File: src/rtl/fetch_pkg.sv
// Shared types and constants for the instruction fetch stage.
//   fetch_state_t : fetch control states
//   fetch_entry_t : {instruction, pc} payload carried through the skid buffer
package fetch_pkg;

  localparam int unsigned PC_W   = 8;
  localparam int unsigned INST_W = 10;
  localparam int unsigned OFF_W  = 7;

  localparam logic [PC_W-1:0] START_ADDR_DFLT = PC_W'(0);

  typedef enum logic [1:0] {
    IDLE   = 2'd0,
    RUN    = 2'd1,
    HALTED = 2'd2
  } fetch_state_t;

  typedef struct packed {
    logic [INST_W-1:0] inst;
    logic [PC_W-1:0]   pc;
  } fetch_entry_t;

endpackage

File: src/rtl/inst_fetch_unit_if.sv
// Fetch-stage bus: ROM port plus the valid/ready handshake towards decode.
//   master : fetch unit side (drives RomAddr, Instruction, InstPC, InstValid)
//   slave  : ROM/decode side (drives RomData, InstReady, Branch, Offset, HaltReq)
interface inst_fetch_unit_if;
  import fetch_pkg::*;

  logic [PC_W-1:0]   RomAddr;
  logic [INST_W-1:0] RomData;
  logic [INST_W-1:0] Instruction;
  logic [PC_W-1:0]   InstPC;
  logic              InstValid;
  logic              InstReady;
  logic              Branch;
  logic [OFF_W-1:0]  Offset;
  logic              HaltReq;

  modport master (
    output RomAddr, Instruction, InstPC, InstValid,
    input  RomData, InstReady, Branch, Offset, HaltReq
  );

  modport slave (
    input  RomAddr, Instruction, InstPC, InstValid,
    output RomData, InstReady, Branch, Offset, HaltReq
  );

endinterface

File: src/rtl/fetch_skid_buf.sv
// One-entry skid buffer for {instruction, pc}.
//   clk, rst_n          : clock, async active-low reset
//   flush               : drop the held entry
//   in_valid/in_ready_c : write side (in_ready_c is combinational)
//   out_valid/out_ready : read side, out_data is the held entry
module fetch_skid_buf
  import fetch_pkg::*;
(
  input  logic         clk,
  input  logic         rst_n,
  input  logic         flush,
  input  logic         in_valid,
  output logic         in_ready_c,
  input  fetch_entry_t in_data,
  output logic         out_valid,
  input  logic         out_ready,
  output fetch_entry_t out_data
);

  logic         valid_q, valid_d;
  fetch_entry_t data_q,  data_d;

  // Room when empty or when the held entry leaves this cycle.
  assign in_ready_c = !valid_q || out_ready;
  assign out_valid  = valid_q;
  assign out_data   = data_q;

  always_comb begin
    valid_d = valid_q;
    data_d  = data_q;
    if (valid_q && out_ready) begin
      valid_d = 1'b0;
    end
    if (in_valid && in_ready_c) begin
      valid_d = 1'b1;
      data_d  = in_data;
    end
    if (flush) begin
      valid_d = 1'b0;
    end
  end

  always_ff @(posedge clk or negedge rst_n) begin
    if (!rst_n) begin
      valid_q <= 1'b0;
      data_q  <= '0;
    end else begin
      valid_q <= valid_d;
      data_q  <= data_d;
    end
  end

endmodule

File: src/rtl/inst_fetch_unit.sv
// Instruction fetch stage: PC, synchronous ROM addressing, registered output
// to decode with valid/ready, one-entry skid, branch redirect, halt, and
// saturating count of accepted instructions.
//   CLK, RST_N : clock, async active-low reset
//   Init       : restart fetch at START_ADDR
//   bus        : ROM port and decode handshake (master side)
//   Halted     : fetch stopped after an accepted halt
//   InstCount  : accepted instruction count (saturating)
module inst_fetch_unit
  import fetch_pkg::*;
#(
  parameter logic [PC_W-1:0] START_ADDR = START_ADDR_DFLT,
  parameter int unsigned     CNT_W      = 16
) (
  input  logic                  CLK,
  input  logic                  RST_N,
  input  logic                  Init,
  inst_fetch_unit_if.master     bus,
  output logic                  Halted,
  output logic [CNT_W-1:0]      InstCount
);

  fetch_state_t      state_q, state_d;
  logic [PC_W-1:0]   pc_q, pc_d;
  logic              inflight_q, inflight_d;
  logic [PC_W-1:0]   inflight_pc_q, inflight_pc_d;
  fetch_entry_t      out_q, out_d;
  logic              out_valid_q, out_valid_d;
  logic              halted_q, halted_d;
  logic [CNT_W-1:0]  cnt_q, cnt_d;

  logic              accept, do_halt, do_branch, flush, out_free, issue;
  logic [2:0]        occ_next;
  logic [PC_W-1:0]   br_target;
  fetch_entry_t      rom_entry;
  logic              skid_in_valid, skid_in_ready_c, skid_valid;
  fetch_entry_t      skid_data;

  fetch_skid_buf u_skid (
    .clk        (CLK),
    .rst_n      (RST_N),
    .flush      (flush),
    .in_valid   (skid_in_valid),
    .in_ready_c (skid_in_ready_c),
    .in_data    (rom_entry),
    .out_valid  (skid_valid),
    .out_ready  (out_free),
    .out_data   (skid_data)
  );

  assign bus.RomAddr     = pc_q;
  assign bus.Instruction = out_q.inst;
  assign bus.InstPC      = out_q.pc;
  assign bus.InstValid   = out_valid_q;
  assign Halted          = halted_q;
  assign InstCount       = cnt_q;

  // Next-state, datapath and control.
  always_comb begin
    state_d       = state_q;
    pc_d          = pc_q;
    inflight_d    = 1'b0;
    inflight_pc_d = inflight_pc_q;
    out_d         = out_q;
    out_valid_d   = out_valid_q;
    cnt_d         = cnt_q;

    // Init beats halt, halt beats branch.
    accept    = out_valid_q && bus.InstReady;
    do_halt   = accept && bus.HaltReq && !Init;
    do_branch = accept && bus.Branch && !bus.HaltReq && !Init;
    flush     = Init || do_halt || do_branch;
    out_free  = !out_valid_q || accept;
    br_target = out_q.pc + {{(PC_W-OFF_W){bus.Offset[OFF_W-1]}}, bus.Offset};
    rom_entry = '{inst: bus.RomData, pc: inflight_pc_q};

    // Issue only if next cycle still has a free slot for the returning word,
    // even when decode stalls; this bounds the skid at one entry.
    occ_next = 3'(out_valid_q) + 3'(skid_valid) + 3'(inflight_q) - 3'(accept);
    issue    = (state_q == RUN) && (occ_next < 3'd2);

    // Returning ROM word goes to the skid unless the output slot takes it.
    skid_in_valid = inflight_q && (skid_valid || !out_free);

    if (out_free) begin
      if (skid_valid) begin
        out_d       = skid_data;
        out_valid_d = 1'b1;
      end else if (inflight_q) begin
        out_d       = rom_entry;
        out_valid_d = 1'b1;
      end else begin
        out_valid_d = 1'b0;
      end
    end

    if (issue) begin
      pc_d          = pc_q + PC_W'(1);
      inflight_d    = 1'b1;
      inflight_pc_d = pc_q;
    end

    if (accept && (cnt_q != {CNT_W{1'b1}})) begin
      cnt_d = cnt_q + CNT_W'(1);
    end

    if (do_branch) begin
      pc_d        = br_target;
      inflight_d  = 1'b0;
      out_valid_d = 1'b0;
    end

    if (do_halt) begin
      state_d     = HALTED;
      pc_d        = pc_q;
      inflight_d  = 1'b0;
      out_valid_d = 1'b0;
    end

    if (Init) begin
      state_d     = RUN;
      pc_d        = START_ADDR;
      inflight_d  = 1'b0;
      out_d       = '0;
      out_valid_d = 1'b0;
      cnt_d       = '0;
    end

    halted_d = (state_d == HALTED);
  end

  always_ff @(posedge CLK or negedge RST_N) begin
    if (!RST_N) begin
      state_q       <= IDLE;
      pc_q          <= '0;
      inflight_q    <= 1'b0;
      inflight_pc_q <= '0;
      out_q         <= '0;
      out_valid_q   <= 1'b0;
      halted_q      <= 1'b0;
      cnt_q         <= '0;
    end else begin
      state_q       <= state_d;
      pc_q          <= pc_d;
      inflight_q    <= inflight_d;
      inflight_pc_q <= inflight_pc_d;
      out_q         <= out_d;
      out_valid_q   <= out_valid_d;
      halted_q      <= halted_d;
      cnt_q         <= cnt_d;
    end
  end

  // A returning word must always find room.
  assert property (@(posedge CLK) disable iff (!RST_N)
                   skid_in_valid |-> skid_in_ready_c);

endmodule

File: src/flat_wrapper.sv
// flat-port wrapper written by rule: the top's interface ports become plain ports
module inst_fetch_unit_flat import fetch_pkg::*;
#(
  parameter logic [PC_W-1:0] START_ADDR = START_ADDR_DFLT,
  parameter int unsigned     CNT_W      = 16
)
  (CLK, RST_N, Init, Halted, InstCount, bus_RomAddr, bus_Instruction, bus_InstPC, bus_InstValid, bus_RomData, bus_InstReady, bus_Branch, bus_Offset, bus_HaltReq);
  inst_fetch_unit_if bus_i ();
  input  logic CLK;
  input  logic RST_N;
  input  logic Init;
  output logic Halted;
  output logic [CNT_W-1:0] InstCount;
  output wire logic [$bits(bus_i.RomAddr)-1:0] bus_RomAddr;
  output wire logic [$bits(bus_i.Instruction)-1:0] bus_Instruction;
  output wire logic [$bits(bus_i.InstPC)-1:0] bus_InstPC;
  output wire logic [$bits(bus_i.InstValid)-1:0] bus_InstValid;
  input wire logic [$bits(bus_i.RomData)-1:0] bus_RomData;
  input wire logic [$bits(bus_i.InstReady)-1:0] bus_InstReady;
  input wire logic [$bits(bus_i.Branch)-1:0] bus_Branch;
  input wire logic [$bits(bus_i.Offset)-1:0] bus_Offset;
  input wire logic [$bits(bus_i.HaltReq)-1:0] bus_HaltReq;
  assign bus_RomAddr = bus_i.RomAddr;
  assign bus_Instruction = bus_i.Instruction;
  assign bus_InstPC = bus_i.InstPC;
  assign bus_InstValid = bus_i.InstValid;
  assign bus_i.RomData = bus_RomData;
  assign bus_i.InstReady = bus_InstReady;
  assign bus_i.Branch = bus_Branch;
  assign bus_i.Offset = bus_Offset;
  assign bus_i.HaltReq = bus_HaltReq;
  inst_fetch_unit #(.START_ADDR(START_ADDR), .CNT_W(CNT_W)) u_core (.CLK(CLK), .RST_N(RST_N), .Init(Init), .bus(bus_i), .Halted(Halted), .InstCount(InstCount));
endmodule
File: config.mk
export PLATFORM = sky130hd
export DESIGN_NAME = inst_fetch_unit_flat
export DESIGN_NICKNAME = d
export VERILOG_FILES = /design/src/rtl/fetch_pkg.sv /design/src/rtl/inst_fetch_unit_if.sv /design/src/rtl/fetch_skid_buf.sv /design/src/rtl/inst_fetch_unit.sv /design/src/flat_wrapper.sv
export SDC_FILE = /design/constraint.sdc
export NUM_CORES = 1
export LEC_CHECK = 0
export CAP_MARGIN = 10
export CORE_MARGIN = 2
export CORE_UTILIZATION = 50
export CTS_CLUSTER_DIAMETER = 40
export CTS_CLUSTER_SIZE = 30
export DETAILED_ROUTE_END_ITERATION = 8
export HOLD_SLACK_MARGIN = 0.1
export MAX_ROUTING_LAYER = met4
export PLACE_DENSITY = 0.82
export RECOVER_POWER = 50
export SLEW_MARGIN = 20
export SYNTH_ARGS = -nofsm -noshare
export SYNTH_HDL_FRONTEND = slang
export SYNTH_SLANG_ARGS = --single-unit
File: constraint.sdc
create_clock -name CLK -period 3.1 [get_ports CLK]
set_input_delay 0.93 -clock CLK [delete_from_list [all_inputs] [get_ports CLK]]
set_output_delay 0.93 -clock CLK [all_outputs]
set_load 0.02 [all_outputs]
* Yosys cells after proc, flatten, opt, wreduce, memory -nomap -nowiden
Index checks and enable logic that the tools add are counted.
Word-level totals: register bits 74, input port bits 23
Cells by class: add/sub/neg operators 6, $lt $le $gt $ge 1, eq/ne operators 4, muxes and demuxes 25, reduce and logical (&&, ||, !) cells 29
Operator list (count):
- 18-bit 2-to-1 mux | 4
- 16-bit 2-to-1 mux | 2
- 8-bit 2-to-1 mux | 4
- 16-bit by 1-bit adder with 16-bit output (second input constant) | 1
- 16-bit != test (second input constant) | 1
- 1-bit 2-to-1 mux | 13
- 1-bit logical AND | 11
- 3-bit nonzero test | 3
- 8-bit by 1-bit adder with 8-bit output (second input constant) | 1
- 8-bit adder | 1
- 1-bit zero test | 5
- 1-bit logical OR | 5
- 2-bit 2-to-1 mux | 2
- 2-bit AND reduction | 2
- 2-bit nonzero test | 2
- 4-bit nonzero test | 1
- 3-bit by 1-bit adder with 3-bit output | 1
- 3-bit by 2-bit < comparator with 1-bit output (second input constant) | 1
- 3-bit by 1-bit subtractor with 3-bit output | 1
- 1-bit by 1-bit adder with 2-bit output | 1
- 2-bit by 1-bit equality test with 1-bit output (second input constant) | 1
- 2-bit equality test (second input constant) | 1
- 2-bit != test (second input constant) | 1

* Depth between registers and ports, before layout
Gate-level depths: netlist (run 1).
depth in word-level cells 9, depth in mapped cells 11

* Modules after synthesis
Synthesis (run 1) repeated with hierarchy kept, for this count alone.
Unflattened totals: cell total of the unflattened synthesis 340, area, all modules 3860.0 um^2
Modules (own cells, without submodules):
- inst_fetch_unit | instances 1, cells an instance 298, area an instance 3099.2 um^2, sequential area each 1376.3 um^2
- fetch_skid_buf | instances 1, cells an instance 42, area an instance 760.7 um^2, sequential area each 475.5 um^2

* Least setup slack after synthesis (run 1)
OpenSTA, ideal clock, no wires.
path kind input-to-reg, start input bus_InstReady, end register u_core.pc_q[2], in the netlist u_core.bus.RomAddr[2], setup time 0.094 ns, data arrival time 3.055 ns, slack -0.049 ns, cell stages on the path 11, buffers on the path 1, cell sequence nand2_1 buf_2 inv_1 ha_1 nand2b_1 fa_1 xor2_1 nor3_1 nand2_1 xor2_1 a211oi_1
Between the ends: word-level cells in the longest chain between the ends 7, elaborated cells between the ends (all ways) 15
RTL lines:
- start: declaration | line flat_wrapper.sv:19 | input wire logic [$bits(bus_i.InstReady)-1:0] bus_InstReady;
- 1-bit logical AND * | line inst_fetch_unit.sv:69 | accept = out_valid_q && bus.InstReady;
- parallel branches: the longest is 6 deep, another holds 3-bit by 1-bit subtractor with 3-bit output
- end signal: assignment | line inst_fetch_unit.sv:144 | pc_q <= pc_d;
- end: declaration | line inst_fetch_unit.sv:24 | logic [PC_W-1:0] pc_q, pc_d;
Mark *: on every way between the ends. The select of a mux whose other input is x is not followed. A chain may end at the register's enable or synchronous reset.

* Worst setup path in the final report (run 1)
start input bus_InstReady, end register u_core.inflight_pc_q[7]
Between the ends: word-level cells in the longest chain between the ends 4
RTL lines:
- 1-bit logical AND | line inst_fetch_unit.sv:69
- 3-bit by 1-bit subtractor with 3-bit output | line inst_fetch_unit.sv:79 | occ_next = 3'(out_valid_q) + 3'(skid_valid) + 3'(inflight_q) - 3'(accept);
- 3-bit by 2-bit < comparator with 1-bit output | line inst_fetch_unit.sv:80 | issue = (state_q == RUN) && (occ_next < 3'd2);
- 1-bit logical AND | line inst_fetch_unit.sv:80
- end signal: assignment | line inst_fetch_unit.sv:146 | inflight_pc_q <= inflight_pc_d;
- end: declaration | line inst_fetch_unit.sv:26 | logic [PC_W-1:0] inflight_pc_q, inflight_pc_d;
Every way passes these cells.

==> results of run 1 <==
[final cells by class]
type | instances | area, sq um | area share [%]
clock buffers | 11 | 141 | 2.97
clock inverters | 3 | 65.1 | 1.37
inverters | 5 | 18.8 | 0.394
multi-input cells | 243 | 1790 | 37.7
flip-flops and latches | 74 | 1850 | 38.9
well taps | 99 | 124 | 2.60
repair buffers | 78 | 767 | 16.1
[what timing repair did]
item	in CTS	in global routing
endpoints found under the setup margin	4	2
gates resized for setup	3	2
pin swaps	6	1
[state kept, by name, summed over array words and instances (netlist names)]
name	flops
u_core.bus.InstPC	8
u_core.u_skid.out_valid	1
u_core.inflight_pc_q	8
u_core.bus.InstValid	1
u_core.u_skid.out_data	18
u_core.InstCount	16
u_core.inflight_q	1
u_core.bus.Instruction	10
u_core.bus.RomAddr	8
u_core.state_q	2
u_core.Halted	1
[report_power, final]
group	switching, mW	leakage (nW)	internal [mW]
combinational	0.426	0.944	0.430
clock	0.333	0.105	0.466
sequential	0.130	0.988	1.13
[cell families after synthesis]
family                     share of synthesized area (%)
muxes                                               13.1
buffers and inverters                               2.10
adders and majority gates                           4.80
and+or+nand+nor                                     12.7
xor gates and xnor gates                            6.87
AOI/OAI and AO/OA                                   10.4
DFF                                                 50.1
[path summary, 6_finish.rpt]
path / start / to / cells past startpoint
min: u_core.u_skid.out_data[16]$_DFFE_PN0P_ / u_core.u_skid.out_data[16]$_DFFE_PN0P_ / 1
max: bus_InstReady / u_core.inflight_pc_q[7]$_DFFE_PN0P_ / 10
min in group asynchronous: RST_N / u_core.InstCount[15]$_DFFE_PN0P_ / 1
max reg2reg: u_core.bus.InstValid$_DFFE_PN0P_ / u_core.inflight_pc_q[7]$_DFFE_PN0P_ / 9
min reg2reg: u_core.u_skid.out_data[16]$_DFFE_PN0P_ / u_core.u_skid.out_data[16]$_DFFE_PN0P_ / 1
max in group asynchronous: RST_N / u_core.bus.RomAddr[4]$_DFFE_PN0P_ / 1
[metal layers]
| layer | wire [um] | GRT usage (%) |
|---|---|---|
| met1 | 3780 | 29.3 |
| met2 | 3850 | 31.5 |
| met3 | 433 | 4.61 |
| met4 | 85 | 7.69 |
| met5 | 0 | - |
[cells in the mapped netlist, types with 8 or more instances]
cell	number
sky130_fd_sc_hd__mux2_2	26
sky130_fd_sc_hd__nand2_1	21
sky130_fd_sc_hd__xnor2_1	16
sky130_fd_sc_hd__nor2_1	43
sky130_fd_sc_hd__a211oi_1	26
sky130_fd_sc_hd__a21oi_1	9
sky130_fd_sc_hd__nand4_1	8
sky130_fd_sc_hd__dfrtp_1	74
sky130_fd_sc_hd__mux2i_1	19
sky130_fd_sc_hd__ha_1	11
sky130_fd_sc_hd__clkbuf_1	9
sky130_fd_sc_hd__xor2_1	13
[per-stage QoR]
stage | hold slack [ns] | util, % | worst slack [ns] | area [sq um] | setup TNS, ns
final | 0.510 | 66.0 | 0.139 | 4760 | 0
after CTS | 0.511 | 66.0 | 0.187 | 4760 | 0
after global routing | 0.517 | 66.0 | -0.00703 | 4760 | -0.0101
after detailed placement | 0.492 | 63.0 | -0.388 | 4540 | -5.19
after floorplan | 0.458 | - | -0.0360 | 3700 | -0.324
after global placement | 0.486 | 63.0 | -0.304 | 4540 | -4.12
[critical path: stages]
cell and delay, ns:
sky130_fd_sc_hd__dlygate4sd2_1 0.25, sky130_fd_sc_hd__nand2_1 0.09, sky130_fd_sc_hd__inv_1 0.06, sky130_fd_sc_hd__ha_1 0.28, sky130_fd_sc_hd__nand2b_1 0.16, sky130_fd_sc_hd__fa_1 0.48, sky130_fd_sc_hd__nand3b_1 0.17, sky130_fd_sc_hd__nor2_1 0.19
sky130_fd_sc_hd__buf_4 0.20, sky130_fd_sc_hd__mux2_2 0.35
[cells in the final DEF, fill, tap and decap left out, types with 3 or more instances in the layout]
master,count
sky130_fd_sc_hd__ha_1,11
sky130_fd_sc_hd__mux2_2,26
sky130_fd_sc_hd__xor2_1,12
sky130_fd_sc_hd__nand4_1,8
sky130_fd_sc_hd__nor4_1,3
sky130_fd_sc_hd__nor2_1,43
sky130_fd_sc_hd__clkbuf_8,10
sky130_fd_sc_hd__inv_1,5
sky130_fd_sc_hd__nor3_1,4
sky130_fd_sc_hd__xnor2_1,16
sky130_fd_sc_hd__nand3_1,5
sky130_fd_sc_hd__o22ai_1,4
sky130_fd_sc_hd__and3_1,4
sky130_fd_sc_hd__mux2i_1,19
sky130_fd_sc_hd__a21o_1,4
sky130_fd_sc_hd__clkdlybuf4s50_1,62
sky130_fd_sc_hd__a211oi_1,25
sky130_fd_sc_hd__nand2_1,21
sky130_fd_sc_hd__o21ai_0,5
sky130_fd_sc_hd__a21oi_1,9
sky130_fd_sc_hd__buf_4,9
sky130_fd_sc_hd__dfrtp_1,74
==> results list, run 1 <==
- Failing checks: capacitance limit, slew limit
- For this design, the CTS-stage hold fixing added 0 buffers.
- Post-route fraction of the period consumed by the critical path: 95.5%
- Summed over all instances, the cell type with the most area after synthesis is sky130_fd_sc_hd__dfrtp_1.
* Average footprint of a synthesized cell: 11.0 sq um
- Timing would allow up to 338 MHz.
* Synthesis-to-layout area growth: 28.8%
- Clock skew on the completed layout was measured at 0.00771 ns.
- Post-synthesis sequential element count: 74
* RD Place Congestion: 0.961
- Yosys warning total: 0
* Drc violations: 0
* Buffers inserted by post-CTS timing repair: 0
- Share of synthesized flip-flops with an asynchronous set or reset: 100%
- The number of slew-limit violations in the final report came to 75.
* Synthesized netlist cell count: 336
- Detailed placement finished with a half-perimeter wire length of 5500 um.
- After floorplanning, the core was divided into 31 placement rows.
- Leak pwr: 2.04 nW
- CTS buffer count: 9
- Across all layers, the routed design uses 2865 vias.
* Global route total overflow: 0
- In this run the cell area of the synthesized design comes to 3700 sq um.
- Final antenna-violating net count: 0
- Critical Setup Path Class: input port to register
- Final wirelength: 8140 um
* Slew @ Worst Pin: 1.84 ns
* Share of the yosys chip area belonging to registers: 50.1%
* TritonCTS sink count: 74
- Number of fillers in the final layout: 565
* Number of buffers on the longest clock path: 2
* Area enclosed by the die boundary: 8100 sq um
- The most used flip-flop cell after synthesis is sky130_fd_sc_hd__dfrtp_1.
* Number of synthesized flops with an enable pin: 0
- Worst-path clk slew: 0.07 ns
- The worst path in the final design needs a cycle of 2.96 ns, including I/O delays and setup.
- CTS built an H-tree with a depth of 3.
- Yosys mapped the design onto 36 distinct sky130hd cell types.
- Remaining max-slew budget at the tightest pin: -22.8%
- Crit end category: register
- Entering global routing, the biggest net connects 75 pins.
- Final cell count without fillers: 513
- In this run the power density over the cells is 613 nW/um^2.
- Worst reg2reg setup slack: 0.50 ns
* Starting density of the core: 51.3%
* VDD IR max: 0.382 mV
- Routed len/inst: 15.9 um
* Y dimension of the die: 90.0 um
- In this run the clock root is driven by a sky130_fd_sc_hd__clkbuf_8.
- Global-route usage over all layers: 21.3%
* Clock tree from TritonCTS: yes
- The number of nets handed over by synthesis was 372.
- Largest cells by area after synthesis: sky130_fd_sc_hd__dfrtp_1 50%, sky130_fd_sc_hd__mux2_2 7.9%, sky130_fd_sc_hd__a211oi_1 5.3%
* First-pass GRT wire length: 13500 um
* Number of port buffers: 66
- Drt initial violations: 103
- Class of the most critical hold timing path: register to register
- STA puts the critical path data required time at 3.32 ns.
* Antenna violations before repair: 0
- Proportion of layout cells with a drive suffix above 1: 14.0%
- Crit path launch type: input port
- Via count of the first global-routing pass: 2751
* Area share of the largest cell type after synthesis: 50.1%
* Final hold vios: 0
- 67 I/O pins were placed.
* First-pass DRT Iterations: 4
* # setup viols final: 0
- In the routed layout, each cell is associated on average with a via count of 5.58.
- Core footprint: 7210 sq um
- Later-pin clock latency in the skew report: 0.34 ns
- The run finished, with violations left.
- Worst path arrival time: 3.18 ns
* Net count reported at finish: 447
- Number of antenna cells inserted: 0
* Final Power: 2.92 mW
- Of all nets on the critical path, the largest fanout is 6.
- The number of placed instances, taps included, is 499.
- The floorplan step set the die width to 90.0 um.
- Total of max-cap violations: 1
Power figures use the tool's default switching activity.
==> inputs of run 2 (changes only) <==
--- a/config.mk
+++ b/config.mk
@@ -5,6 +5,7 @@
 export SDC_FILE = /design/constraint.sdc
 export NUM_CORES = 1
 export LEC_CHECK = 0
+export ABC_CLOCK_PERIOD_IN_PS = 3100
 export CAP_MARGIN = 10
 export CORE_MARGIN = 2
 export CORE_UTILIZATION = 50
==> constraint.sdc (replaced) <==
create_clock -name CLK -period 3.1 [get_ports CLK]
set_input_delay 0.93 -clock CLK [delete_from_list [all_inputs] [get_ports CLK]]
set_output_delay 0.93 -clock CLK [all_outputs]
set_load 0.005 [all_outputs]
==> results of run 2 <==
The final DEF is identical to that of run 1. Status: finished with violations: capacitance limit, slew limit.
Among the figures that moved: total power 2.92 mW -> 2.84 mW; worst IR drop on VDD 0.382 mV -> 0.355 mV
==> inputs of run 3 (changes only) <==
--- a/config.mk
+++ b/config.mk
@@ -6,7 +6,7 @@
 export NUM_CORES = 1
 export LEC_CHECK = 0
 export ABC_CLOCK_PERIOD_IN_PS = 3100
-export CAP_MARGIN = 10
+export CAP_MARGIN = 40
 export CORE_MARGIN = 2
 export CORE_UTILIZATION = 50
 export CTS_CLUSTER_DIAMETER = 40
==> run 3 against run 2 <==
Compared with the run above: the flow now finishes without violations; critical endpoint is now u_core.bus.RomAddr[6]$_DFFE_PN0P_; critical path depth increased by 1; utilization up 0.52 points; clock skew down 0.00090 ns; count of clock-buffer cells in the layout rose by 1; sequential share of layout area is 0.30 points lower; worst setup slack improved by 0.11 ns.
==> results list, run 3 (same netlist as run 1, synthesis figures left out) <==
- The first detailed-routing pass took 4 iterations.
- Required @ worst endpoint: 3.37 ns
- The layout has 574 filler cells.
- Status: finished clean
* Global route total overflow: 0
- The die covers 8100 sq um.
* Via count of the first global-routing pass: 2811
- Count of buffering cells on the critical path with inverters included: 2
- Measured against its own limit, the worst slew margin works out to 7.87%.
- The floorplan step set the die height to 90.0 um.
- No sink is reached through more buffers than the 2 on the longest clock path.
* Leak pwr: 2.06 nW
- Number of levels the H-tree was split into: 3
- Final hold vios: 0
- Using the TritonRoute via totals, the vias-per-cell ratio works out to 5.48.
- CTS saw 74 sinks.
- Final antenna-violating net count: 0
* Worst path arrival time: 3.12 ns
- Leading cell type in the layout, fill and taps excluded: sky130_fd_sc_hd__dfrtp_1
* # setup viols final: 0
- Synthesis-to-layout area growth: 29.8%
- After clock tree synthesis, the clock-pin slew on the worst setup and hold paths is 0.08 ns.
- Summing all multi-input logic gate instances after layout gives 1810 sq um.
* Drc violations: 0
- Later-pin clock latency in the skew report: 0.35 ns
* Final wirelength: 8220 um
- Setup slack closes at 0.247 ns.
- Number of antenna cells inserted: 0
- Clk Tree Root Cell: sky130_fd_sc_hd__clkbuf_8
- The first global-routing pass estimated 13700 um of wire.
* Half-perimeter wire length after detailed placement: 5620 um
- Worst reg2reg setup slack: 0.48 ns
* Starting density of the core: 51.3%
- The slowest stage of the critical path belongs to the cell sky130_fd_sc_hd__fa_1.
* Depth of the worst register-to-register path: 10
- Global-route usage over all layers: 21.6%
* CP max stage delay: 0.49 ns
- Proportion of layout cells with a drive suffix above 1: 14.9%
- Worst Hold End: u_core.u_skid.out_data[4]$_DFFE_PN0P_
- In this run, CTS created clock tree buffers numbering 9.
- Series of cell instances along the critical path: dlymetal6s2s_1 > nand2_1 > inv_1 > ha_1 > nand2b_1 > fa_1 > nand3b_1 > nor3_4 > nand4_1 > xor2_1 > o22ai_1
- Of all nets on the critical path, the largest fanout is 4.
* Core footprint: 7210 sq um
- The detailed router placed 2828 vias in this run.
* Net count reported at finish: 448
* Number of cells on the worst hold path: 1
- Peak clock frequency supported by timing: 351 MHz
- Entering global routing, the biggest net connects 53 pins.
* RD Place Congestion: 0.961
- The worst register-to-register path ends at u_core.bus.RomAddr[6]$_DFFE_PN0P_.
- Max Clock Skew: 0.00681 ns
* Post-route fraction of the period consumed by the critical path: 92.0%
- Class of the most critical hold timing path: register to register
* Total of max-cap violations: 0
- Pin placement for this block handled 67 I/O pins.
- Max FFs per register: 18
* Post-Place Setup Slack: -0.390 ns
* Number of hold buffers added after cts: 0
- Buffers inserted by post-CTS timing repair: 0
- The worst setup path is launched from an input port.
* Critical Setup Path Class: input port to register
- IR analysis of the VDD net gives a maximum drop of 0.370 mV.
- Final-report max-slew violation count: 0
- Crit end category: register
- Most frequent cells in the layout: 74 x sky130_fd_sc_hd__dfrtp_1, 63 x sky130_fd_sc_hd__clkdlybuf4s50_1, 42 x sky130_fd_sc_hd__nor2_1
- RSZ-0062 raised after global routing: no
- For this block, the initial DRC count from the detailed router was 176.
- Clock tree from TritonCTS: yes
- The initialized floorplan defines 31 standard-cell rows.
* Seq. cell area: 1850 sq um
* Gate family responsible for the most delay along the worst path: simple AND/OR/NAND/NOR gates
- Routed len/inst: 15.9 um
- In this run the most critical hold path is launched from u_core.u_skid.out_data[4]$_DFFE_PN0P_.
- Die width: 90.0 um
* Post-layout utilization of the core: 66.5%
- Number of port buffers: 66
* Slew @ Worst Pin: 1.38 ns
- The startpoint identified for the worst register-to-register timing path is u_core.bus.InstValid$_DFFE_PN0P_.
- The worst path in the final design needs a cycle of 2.85 ns, including I/O delays and setup.
* Antenna violations before repair: 0
- Power spread over the standard cell area amounts to 589 nW/um^2.
==> run 3: area by class of cell <==
cell class,instances,share of cell area [%]
Inverter,5,0.391
Timing Repair Buffer,79,16.5
Clock buffer,12,3.23
Tap cell,99,2.58
Multi-Input combinational cell,243,37.7
Clock inverter,4,1.04
Sequential cell,74,38.6
==> run 3: per-layer routing <==
| layer | up-vias | track usage, % | share of wire, % |
|---|---|---|---|
| met2 | 79 | 32.5 | 48 |
| met3 | 11 | 4.27 | 5.5 |
| li1 | 1359 | - | - |
| met1 | 1379 | 29.5 | 46 |
| met5 | - | - | 0 |
| met4 | 0 | 7.56 | 1.2 |
==> run 3: timing repair <==
item / 4_1_cts / 5_1_grt
gates resized for setup: 0 / 8
endpoints found under the setup margin: 2 / 16
cloned: 0 / 0
pin swaps: 1 / 6
==> run 3: how the worst max path moves through the flow <==
stage / startpoint / to / slack [ns] / cells after the start
2_1_floorplan: bus_InstReady / u_core.inflight_pc_q[0]$_DFFE_PN0P_ / -0.03 / 9
3_3_place_gp: bus_InstReady / u_core.bus.RomAddr[7]$_DFFE_PN0P_ / -0.30 / 12
3_5_place_dp: bus_InstReady / u_core.bus.RomAddr[3]$_DFFE_PN0P_ / -0.39 / 12
4_1_cts: bus_InstReady / u_core.bus.RomAddr[3]$_DFFE_PN0P_ / -0.007 / 12
5_1_grt: bus_InstReady / u_core.bus.RomAddr[6]$_DFFE_PN0P_ / 0.11 / 11
6_report: bus_InstReady / u_core.bus.RomAddr[6]$_DFFE_PN0P_ / 0.25 / 11
==> run 3: metrics by stage <==
stage               hold WS, ns  cell area (sq um)  setup TNS, ns  cells  total power [mW]
finish                    0.510               4800              0    516              2.83
CTS                       0.483               4770       -0.00662    516              2.83
floorplan                 0.458               3700         -0.281    336              1.69
global placement          0.486               4540          -4.12    499              2.01
global route              0.517               4800              0    516              2.98
detailed placement        0.492               4570          -5.22    500              2.05
==> run 3: where the power goes <==
group | internal, mW | leakage, nW | switching [mW] | total [mW]
Combinational | 0.435 | 0.972 | 0.350 | 0.785
Clock | 0.415 | 0.0986 | 0.361 | 0.776
Sequential | 1.13 | 0.988 | 0.131 | 1.26
Total | 1.98 | 2.06 | 0.843 | 2.83
